File: src/rtl/piso_serializer_if.sv
// piso_serializer_if: handshake and data bundle between a word producer /
// chunk consumer (master side) and the piso_serializer (slave side).
// Widths must match the parameters of the piso_serializer it is bound to.
interface piso_serializer_if #(
   parameter int PARALLEL_WIDTH = 72,
   parameter int SHIFT_WIDTH    = 24,
   parameter int CNT_WIDTH      = 2
);

   // Parallel input side
   logic                      mode;
   logic [PARALLEL_WIDTH-1:0] parallel_in;
   logic                      parallel_in_vld;
   logic                      parallel_in_rdy;

   // Serial output side
   logic [SHIFT_WIDTH-1:0]    serial_out;
   logic                      serial_out_vld;
   logic                      serial_out_rdy;
   logic                      serial_out_last;
   logic [CNT_WIDTH-1:0]      chunk_index;

   // Status
   logic                      busy;

   // Producer of words / consumer of chunks
   modport master (
      output mode,
      output parallel_in,
      output parallel_in_vld,
      input  parallel_in_rdy,
      input  serial_out,
      input  serial_out_vld,
      output serial_out_rdy,
      input  serial_out_last,
      input  chunk_index,
      input  busy
   );

   // The serializer itself
   modport slave (
      input  mode,
      input  parallel_in,
      input  parallel_in_vld,
      output parallel_in_rdy,
      output serial_out,
      output serial_out_vld,
      input  serial_out_rdy,
      output serial_out_last,
      output chunk_index,
      output busy
   );

endinterface : piso_serializer_if

File: src/rtl/piso_serializer.sv
// piso_serializer: parallel-in / serial-out block with a two-entry buffer
// (active shift register + holding register) so that consecutive words
// stream out as SHIFT_WIDTH chunks without bubbles.
//
// Per-word mode, latched with the word: 1 = emit every chunk, 0 = emit a
// single truncated beat (the first chunk in emission order, flagged last).
//
// Build option: define PISO_MSB_FIRST_EN to emit chunks from the most
// significant one down; otherwise chunk 0 (LSBs) goes first. chunk_index
// always counts 0..NUM_CHUNK-1 in emission order.
module piso_serializer #(
   parameter int PARALLEL_WIDTH = 72,
   parameter int SHIFT_WIDTH    = 24,
   parameter int CNT_WIDTH      = 2
) (
   input  logic             clk,
   input  logic             reset,
   piso_serializer_if.slave bus
);

   localparam int NUM_CHUNK = PARALLEL_WIDTH / SHIFT_WIDTH;
   localparam logic [CNT_WIDTH-1:0] LAST_IDX = CNT_WIDTH'(NUM_CHUNK - 1);

   // Elaboration-time parameter sanity checks
   if ((PARALLEL_WIDTH % SHIFT_WIDTH) != 0) begin : g_bad_width
      $error("piso_serializer: PARALLEL_WIDTH must be a multiple of SHIFT_WIDTH");
   end
   if ((1 << CNT_WIDTH) < NUM_CHUNK) begin : g_bad_cnt
      $error("piso_serializer: CNT_WIDTH too small for NUM_CHUNK");
   end

   typedef enum logic {
      S_IDLE  = 1'b0,   // shift register empty
      S_SHIFT = 1'b1    // shift register holds a word being emitted
   } state_e;

   // ---------------------------------------------------------------------
   // State
   // ---------------------------------------------------------------------
   state_e                    state_q;
   logic [PARALLEL_WIDTH-1:0] shift_word_q;   // remaining chunks, next one at the output end
   logic                      shift_mode_q;   // mode latched with the active word
   logic [CNT_WIDTH-1:0]      chunk_idx_q;
   logic                      last_q;         // current chunk is the word's final one
   logic [PARALLEL_WIDTH-1:0] hold_word_q;
   logic                      hold_mode_q;
   logic                      hold_full_q;

   // ---------------------------------------------------------------------
   // Handshake decode
   // ---------------------------------------------------------------------
   logic in_fire;       // word accepted this cycle
   logic out_fire;      // chunk consumed this cycle
   logic word_done;     // final chunk of the active word consumed
   logic in_to_shift;   // accepted word goes straight into the shift register
   logic in_to_hold;    // accepted word parks in the holding register
   logic take_hold;     // holding register moves into the shift register

   assign in_fire     = bus.parallel_in_vld && bus.parallel_in_rdy;
   assign out_fire    = (state_q == S_SHIFT) && bus.serial_out_rdy;
   assign word_done   = out_fire && last_q;
   assign take_hold   = word_done && hold_full_q;
   assign in_to_shift = in_fire && ((state_q == S_IDLE) || (word_done && !hold_full_q));
   assign in_to_hold  = in_fire && !in_to_shift;

   // ---------------------------------------------------------------------
   // Next-value datapath
   // ---------------------------------------------------------------------
   logic [PARALLEL_WIDTH-1:0] load_word_d;
   logic                      load_mode_d;
   logic                      load_last_d;
   logic [PARALLEL_WIDTH-1:0] adv_word_d;
   logic [CNT_WIDTH-1:0]      adv_idx_d;
   logic                      adv_last_d;
   logic                      hold_full_d;

   // Compute the values loaded on a new word and on a chunk advance
   always_comb begin
      // A full holding register always has priority over the input port:
      // it carries the older word. When hold is empty the input is the source.
      load_word_d = hold_full_q ? hold_word_q : bus.parallel_in;
      load_mode_d = hold_full_q ? hold_mode_q : bus.mode;
      load_last_d = !load_mode_d || (NUM_CHUNK == 1);

`ifdef PISO_MSB_FIRST_EN
      adv_word_d  = shift_word_q << SHIFT_WIDTH;
`else
      adv_word_d  = shift_word_q >> SHIFT_WIDTH;
`endif
      adv_idx_d   = chunk_idx_q + CNT_WIDTH'(1);
      adv_last_d  = !shift_mode_q || (adv_idx_d == LAST_IDX);

      // The holding register fills on an accepted word that cannot go
      // straight to the shift register, and empties when it is promoted.
      if (in_to_hold) begin
         hold_full_d = 1'b1;
      end else if (take_hold) begin
         hold_full_d = 1'b0;
      end else begin
         hold_full_d = hold_full_q;
      end
   end

   // ---------------------------------------------------------------------
   // Control FSM with registered outputs
   // ---------------------------------------------------------------------
   // Sequence words through the shift register and track chunk position
   always_ff @(posedge clk) begin
      // NOTE: sequential state uses non-blocking assignments so every
      // register samples pre-edge values regardless of statement order.
      if (reset) begin
         state_q      <= S_IDLE;
         shift_word_q <= '0;
         shift_mode_q <= 1'b0;
         chunk_idx_q  <= '0;
         last_q       <= 1'b0;
         hold_full_q  <= 1'b0;
      end else begin
         hold_full_q <= hold_full_d;
         case (state_q)
            S_IDLE: begin
               if (in_to_shift) begin
                  shift_word_q <= load_word_d;
                  shift_mode_q <= load_mode_d;
                  chunk_idx_q  <= '0;
                  last_q       <= load_last_d;
                  state_q      <= S_SHIFT;
               end
            end
            S_SHIFT: begin
               // Without a consumed chunk everything holds: backpressure
               // keeps the output chunk, index and last flag stable.
               if (out_fire) begin
                  if (!last_q) begin
                     shift_word_q <= adv_word_d;
                     chunk_idx_q  <= adv_idx_d;
                     last_q       <= adv_last_d;
                  end else if (hold_full_q || in_to_shift) begin
                     // Next word follows with no bubble
                     shift_word_q <= load_word_d;
                     shift_mode_q <= load_mode_d;
                     chunk_idx_q  <= '0;
                     last_q       <= load_last_d;
                  end else begin
                     chunk_idx_q  <= '0;
                     last_q       <= 1'b0;
                     state_q      <= S_IDLE;
                  end
               end
            end
            default: begin
               state_q <= S_IDLE;
            end
         endcase
      end
   end

   // Capture a parked word and its mode into the holding register
   always_ff @(posedge clk) begin
      // NOTE: the holding data is not reset; hold_full_q qualifies it, so
      // leaving it out of reset saves a reset net on a wide register.
      if (in_to_hold) begin
         hold_word_q <= bus.parallel_in;
         hold_mode_q <= bus.mode;
      end
   end

   // ---------------------------------------------------------------------
   // Outputs
   // ---------------------------------------------------------------------
   // Ready depends only on registered hold occupancy, never on the output
   // side. It is also held low while reset is asserted so the reset cycle
   // itself cannot accept a word that the reset would then discard.
   assign bus.parallel_in_rdy = !reset && !hold_full_q;

`ifdef PISO_MSB_FIRST_EN
   assign bus.serial_out      = shift_word_q[PARALLEL_WIDTH-1 -: SHIFT_WIDTH];
`else
   assign bus.serial_out      = shift_word_q[SHIFT_WIDTH-1:0];
`endif
   assign bus.serial_out_vld  = (state_q == S_SHIFT);
   assign bus.serial_out_last = last_q;
   assign bus.chunk_index     = chunk_idx_q;
   assign bus.busy            = (state_q == S_SHIFT) || hold_full_q;

endmodule : piso_serializer

File: src/flat_wrapper.sv
// flat-port wrapper written by rule: the top's interface ports become plain ports
module piso_serializer_flat 
#(
   parameter int PARALLEL_WIDTH = 72,
   parameter int SHIFT_WIDTH    = 24,
   parameter int CNT_WIDTH      = 2
)
  (clk, reset, bus_mode, bus_parallel_in, bus_parallel_in_vld, bus_parallel_in_rdy, bus_serial_out, bus_serial_out_vld, bus_serial_out_rdy, bus_serial_out_last, bus_chunk_index, bus_busy);
  piso_serializer_if #(.PARALLEL_WIDTH(PARALLEL_WIDTH), .SHIFT_WIDTH(SHIFT_WIDTH), .CNT_WIDTH(CNT_WIDTH)) bus_i ();
  input  logic clk;
  input  logic reset;
  input wire logic [$bits(bus_i.mode)-1:0] bus_mode;
  input wire logic [$bits(bus_i.parallel_in)-1:0] bus_parallel_in;
  input wire logic [$bits(bus_i.parallel_in_vld)-1:0] bus_parallel_in_vld;
  output wire logic [$bits(bus_i.parallel_in_rdy)-1:0] bus_parallel_in_rdy;
  output wire logic [$bits(bus_i.serial_out)-1:0] bus_serial_out;
  output wire logic [$bits(bus_i.serial_out_vld)-1:0] bus_serial_out_vld;
  input wire logic [$bits(bus_i.serial_out_rdy)-1:0] bus_serial_out_rdy;
  output wire logic [$bits(bus_i.serial_out_last)-1:0] bus_serial_out_last;
  output wire logic [$bits(bus_i.chunk_index)-1:0] bus_chunk_index;
  output wire logic [$bits(bus_i.busy)-1:0] bus_busy;
  assign bus_i.mode = bus_mode;
  assign bus_i.parallel_in = bus_parallel_in;
  assign bus_i.parallel_in_vld = bus_parallel_in_vld;
  assign bus_parallel_in_rdy = bus_i.parallel_in_rdy;
  assign bus_serial_out = bus_i.serial_out;
  assign bus_serial_out_vld = bus_i.serial_out_vld;
  assign bus_i.serial_out_rdy = bus_serial_out_rdy;
  assign bus_serial_out_last = bus_i.serial_out_last;
  assign bus_chunk_index = bus_i.chunk_index;
  assign bus_busy = bus_i.busy;
  piso_serializer #(.PARALLEL_WIDTH(PARALLEL_WIDTH), .SHIFT_WIDTH(SHIFT_WIDTH), .CNT_WIDTH(CNT_WIDTH)) u_core (.clk(clk), .reset(reset), .bus(bus_i));
endmodule
File: config.mk
export PLATFORM = sky130hd
export DESIGN_NAME = piso_serializer_flat
export DESIGN_NICKNAME = d
export VERILOG_FILES = /design/src/rtl/piso_serializer_if.sv /design/src/rtl/piso_serializer.sv /design/src/flat_wrapper.sv
export SDC_FILE = /design/constraint.sdc
export NUM_CORES = 1
export LEC_CHECK = 0
export CAP_MARGIN = 20
export CORE_MARGIN = 3
export CORE_UTILIZATION = 49
export CTS_CLUSTER_SIZE = 20
export DETAILED_ROUTE_END_ITERATION = 16
export GPL_ROUTABILITY_DRIVEN = 0
export PLACE_DENSITY = 0.76
export SKIP_CTS_REPAIR_TIMING = 1
export SLEW_MARGIN = 20
export SYNTH_ARGS = -nofsm -noshare
export SYNTH_HDL_FRONTEND = slang
export SYNTH_SLANG_ARGS = --single-unit
File: constraint.sdc
create_clock -name clk -period 3.35 [get_ports clk]
set_input_delay 0.8375 -clock clk [delete_from_list [all_inputs] [get_ports clk]]
set_output_delay 0.8375 -clock clk [all_outputs]
set_load 0.1 [all_outputs]
# Word-level counts from Yosys, hierarchy flattened
# Index checks and enable logic that the tools add are counted.
# classes
addsub,1
mul,0
n_div,0
n_lt_le_gt_ge,0
n_eq_ne,6
shifts,0
muxes,28
bitwise,1
n_reduce_logical,21
# op_table
operator,n
72-bit two-way mux,5
72-bit case mux with 2 select lines,1
1-bit two-way mux,15
1-bit logical AND,8
2-bit two-way mux,3
"2-bit inequality test, second input constant",3
1-bit case mux with 2 select lines,3
1-bit logical NOT,5
1-bit logical OR,4
2-bit case mux with 2 select lines,1
4-bit AND reduction,1
"3-bit inequality test, second input constant",1
3-bit AND reduction,1
"2-bit by 1-bit adder with 2-bit output, second input constant",1
"2-bit == test, second input constant",1
"2-bit by 1-bit inequality test with 1-bit output, second input constant",1
2-bit AND reduction,1
2-bit nonzero test,1
1-bit inverter,1
# totals
regBits,151
latch_bits,0
ram_bits,0
romBits,0
output_inout_bits,30
elab_cells,65
memories,0

# Logic depth before layout (Yosys ltp)
# depth
word_depth,10
depth_mapped,6
depth_no_buf,5

# Worst setup path after synthesis
# No wires, ideal clock.
# synth_path
kind,reg2reg
startpoint,register u_core.state_q (netlist: u_core.bus.serial_out_vld)
endpoint,"register u_core.hold_mode_q, enable pin"
arrival_time_ns,3.129
path_slack_ns,-0.218
stages_incl_launch_ff,3
path_buffers,1
cell_sequence,dfxtp_1 -> clkbuf_1 -> and3_1
# synth_via
elab_chain_len,7
elab_cells_between_ends,8
classes_between,bitwise: 1; reduce/logical: 7
# synth_rtl
item,line_no,source
from (decl),piso_serializer.sv:40,state_e state_q;
from (signal assigned),piso_serializer.sv:112,state_q <= S_IDLE;
from (signal assigned),piso_serializer.sv:127,state_q <= S_SHIFT;
from (signal assigned),piso_serializer.sv:147,state_q <= S_IDLE;
1-bit logical AND,piso_serializer.sv:60,assign out_fire = (state_q == S_SHIFT) && bus.serial_out_rdy;
1-bit logical AND,piso_serializer.sv:61,assign word_done = out_fire && last_q;
1-bit logical AND,piso_serializer.sv:63,assign in_to_shift = in_fire && ((state_q == S_IDLE) || (word_done && !hold_full_q));
1-bit logical OR (*),piso_serializer.sv:63,
1-bit logical AND (*),piso_serializer.sv:63,
1-bit logical NOT (*),piso_serializer.sv:64,assign in_to_hold = in_fire && !in_to_shift;
1-bit logical AND (*),piso_serializer.sv:64,
to (signal assigned),piso_serializer.sv:164,hold_mode_q <= bus.mode;
to (decl),piso_serializer.sv:46,logic hold_mode_q;
# Mark *: on every way between the ends. The rest lies on a longest branch, timed or not.
# A chain may end at the register's enable or synchronous reset.

# Worst setup path after layout
# layout_path
startpoint,register u_core.state_q (netlist: u_core.bus.serial_out_vld)
endpoint,output port bus_busy
# layout_via
elab_chain_len,1
# layout_rtl
item,line_no,source
1-bit logical OR,piso_serializer.sv:184,assign bus.busy = (state_q == S_SHIFT) || hold_full_q;
to (decl),flat_wrapper.sv:21,output wire logic [$bits(bus_i.busy)-1:0] bus_busy;
# No other way between the ends.

==> flow_summary.toml <==
[pwr]
vdd_ir_drop_max_v = 0.0003687
powerDensity_nw_per_um2 = 577.4
cellLeakagePower_nw = 3.295
totalPowerFinal_mw = 5.046

[drt]
antenna_left = 0
detail_route.first_pass.iterations = 5
routed-via-count = 4716
drc = 0
routed_wirelength_um = 15150
routedWlPerCell_um = 17.85
first_iter_violations = 346
vias_per_cell = 5.555

[floorplanning]
die-width_um = 127.9
die_height_um = 127.9
core_area_um2 = 14200
rows = 43
initial_utilization = 0.5129
die-area_um2 = 16370
io_pins = 107

[cells_and_area]
antenna_cells_inserted = 0
layout.filler_cells = 1136
syn2layout_area_growth_pct = 19.96
final_common_cell = "sky130_fd_sc_hd__mux2i_1"
final_area_um2 = 8740
layout.nets = 734
layout.cells.most_common_list = "121 x sky130_fd_sc_hd__mux2i_1, 75 x sky130_fd_sc_hd__clkdlybuf4s50_1, 75 x sky130_fd_sc_hd__dfxtp_1"
layout-drive-gt1-share = 0.1495

[run_status]
outcome = "completed"

[sta]
timing.final.hold_violations = 0
worst_slack_ns = 0.5333
tns_ns = 0
relSlewSlack = 0.3194
rsz0062_at_grt = "false"
fin_skew_ns = 0.005287
timing_max_transition_violations_final = 0
setup-violations-final = 0
final.hold.worst_slack_ns = 0.4757
tightest_slew_ns = 1.021
final_min_period_over_clock_period = 0.8408
layout_min_cycle_time_ns = 2.817
maximum_clock_frequency_mhz = 355.0

[worst_setup_path]
critical_path_required_ns = 2.51
critical_path.reg2reg.endpoint = "u_core.shift_word_q[51]"
cp.arrival_ns = 1.98
critical_path_peak_fanout = 63
r2r_setup_slack_ns = 0.98
critPathLaunchType = "register"
worst_r2r_path_depth = 4
cp_endpoint_kind = "output pin"
worstReg2RegStart = "u_core.bus.serial_out_vld"
criticalPathCategory = "reg -> out"

[yosys]
synthSimpleGateAreaFrac = 0.1479
netlist.top_cell.by_area = "sky130_fd_sc_hd__edfxtp_1"
share_of_the_yosys_chip_area_belonging_to_registers = 0.5152
synth_area_leaders = "sky130_fd_sc_hd__edfxtp_1 30%, sky130_fd_sc_hd__dfxtp_1 21%, sky130_fd_sc_hd__mux2i_1 17%"
post_synthesis_cell_count = 601
syn-mean-instance-area_um2 = 12.12
post_synth_fa_ha_maj_area_fraction = 0.001717
yosys.area_share.xor_xnor = 0
synth_cell_types = 33
synth.mux.area_fraction = 0.2049
synth_compound_area_frac = 0.06732
yosysTopAreaCellShare = 0.3009
synth_area_um2 = 7286
combinational_family_with_the_most_area_after_synthesis = "multiplexers"
ys_warn_count = 0
synthesis.nets = 679
synthesis_stage_register_bit_count = 151

[grt]
largest_net_degree_at_the_start_of_global_routing = 93
number_of_antenna_violations_at_the_first_check_in_global_routing = 0
groute.usage.overall = 0.1893
grt_pass1_vias = 4953
grt_first_pass_wirelength_um = 24680
grt.overflow.total = 0

[worst_hold_path]
hold_path.startpoint = "u_core.shift_word_q[32]"
worst_hold_path.num_cells = 2
hold_removal_path_class = "reg -> reg"
holdPathEnd = "u_core.shift_word_q[32]"

[place]
post-dp-hpwl_um = 9985
buffer_ports.inserted = 106
place_area_um2 = 8173
detailedPlace.worstSlack_ns = 0.5598

[clock_tree]
cts_buffers = 17
clock_sinks = 151
worstSkewPairLatency_ns = 0.41
cts_htree_levels = 4
path_clk_slew_ns = 0.06
tritoncts = "yes"
clock_path_buffers = 2
clock-root-buffer = "sky130_fd_sc_hd__clkbuf_16"

[run]
max_cap_violations = 0
==> where the power goes <==
group	internal (mW)	switching [mW]
Clock	1.13	0.692
Sequential	2.07	0.114
Combinational	0.413	0.633
==> stage by stage <==
step | std cells | util
floorplan | 601 | -
global placement | 817 | 0.5754
detailed placement | 817 | 0.5754
CTS | 849 | 0.6153
global route | 849 | 0.6153
finish | 849 | 0.6153
==> worst max-delay path by stage <==
| stage | end | startpoint | slack (ns) |
|---|---|---|---|
| global route | bus_busy | u_core.bus.serial_out_vld | 0.41 |
| global placement | u_core.shift_word_q[53] | bus_parallel_in_vld | 0.66 |
| floorplan | bus_parallel_in_rdy | reset | 0.41 |
| CTS | bus_busy | u_core.bus.serial_out_vld | 0.51 |
| detailed placement | u_core.hold_word_q[68] | bus_parallel_in_vld | 0.56 |
| finish | bus_busy | u_core.bus.serial_out_vld | 0.53 |
==> flip-flops by register name, indices dropped and copies added (netlist names) <==
name and cells:
u_core.hold_mode_q 1, u_core.bus.serial_out_vld 1, u_core.shift_word_q 72, u_core.bus.chunk_index 2, u_core.hold_full_q 1, u_core.hold_word_q 72
u_core.shift_mode_q 1, u_core.bus.serial_out_last 1
==> cells in the mapped netlist, drive strengths merged <==
cell / instances
nand2b: 52
nor2: 5
buf: 51
inv: 1
nand3: 1
o221ai: 1
dfxtp: 78
o41ai: 1
nor2b: 27
nor3: 24
a2bb2oi: 1
a31oi: 2
and3: 1
nand4b: 1
or2: 1
nor4bb: 2
nor3b: 50
ha: 1
edfxtp: 73
o21ai: 1
nand2: 2
a21oi: 2
mux2i: 121
mux2: 25
a211o: 48
or4b: 1
clkbuf: 27
a311oi: 1
==> worst max-delay path, cell delays in order, from the launching register on <==
cell,delay [ns]
sky130_fd_sc_hd__dfxtp_2,0.98
sky130_fd_sc_hd__or2_2,0.28
sky130_fd_sc_hd__buf_4,0.29
==> area by class of cell <==
type                       instances  area, um2  area share
multi-input combinational        371       3103      0.3550
tap                              180      225.2     0.02577
inverter                           1      3.754   0.0004295
timing repair buffer             114       1081      0.1237
clock buffer                      22      464.2     0.05311
sequential                       151       3760      0.4302
clock inverter                    10      102.6     0.01174
==> logic make-up after synthesis <==
group | after synthesis
fa+ha+maj | 1
flops | 151
mux | 146
compound gates | 57
buf+inv | 79
simple gates | 167
==> metal layers <==
layer,vias up,part of all wire,global-route usage
met3,10,0.035,0.04875
met2,81,0.52,0.3373
met4,0,0.0096,0.05243
met5,-,0,0
met1,2332,0.43,0.2261
li1,2293,-,-
Note: power is estimated with default switching activity, not from simulation.
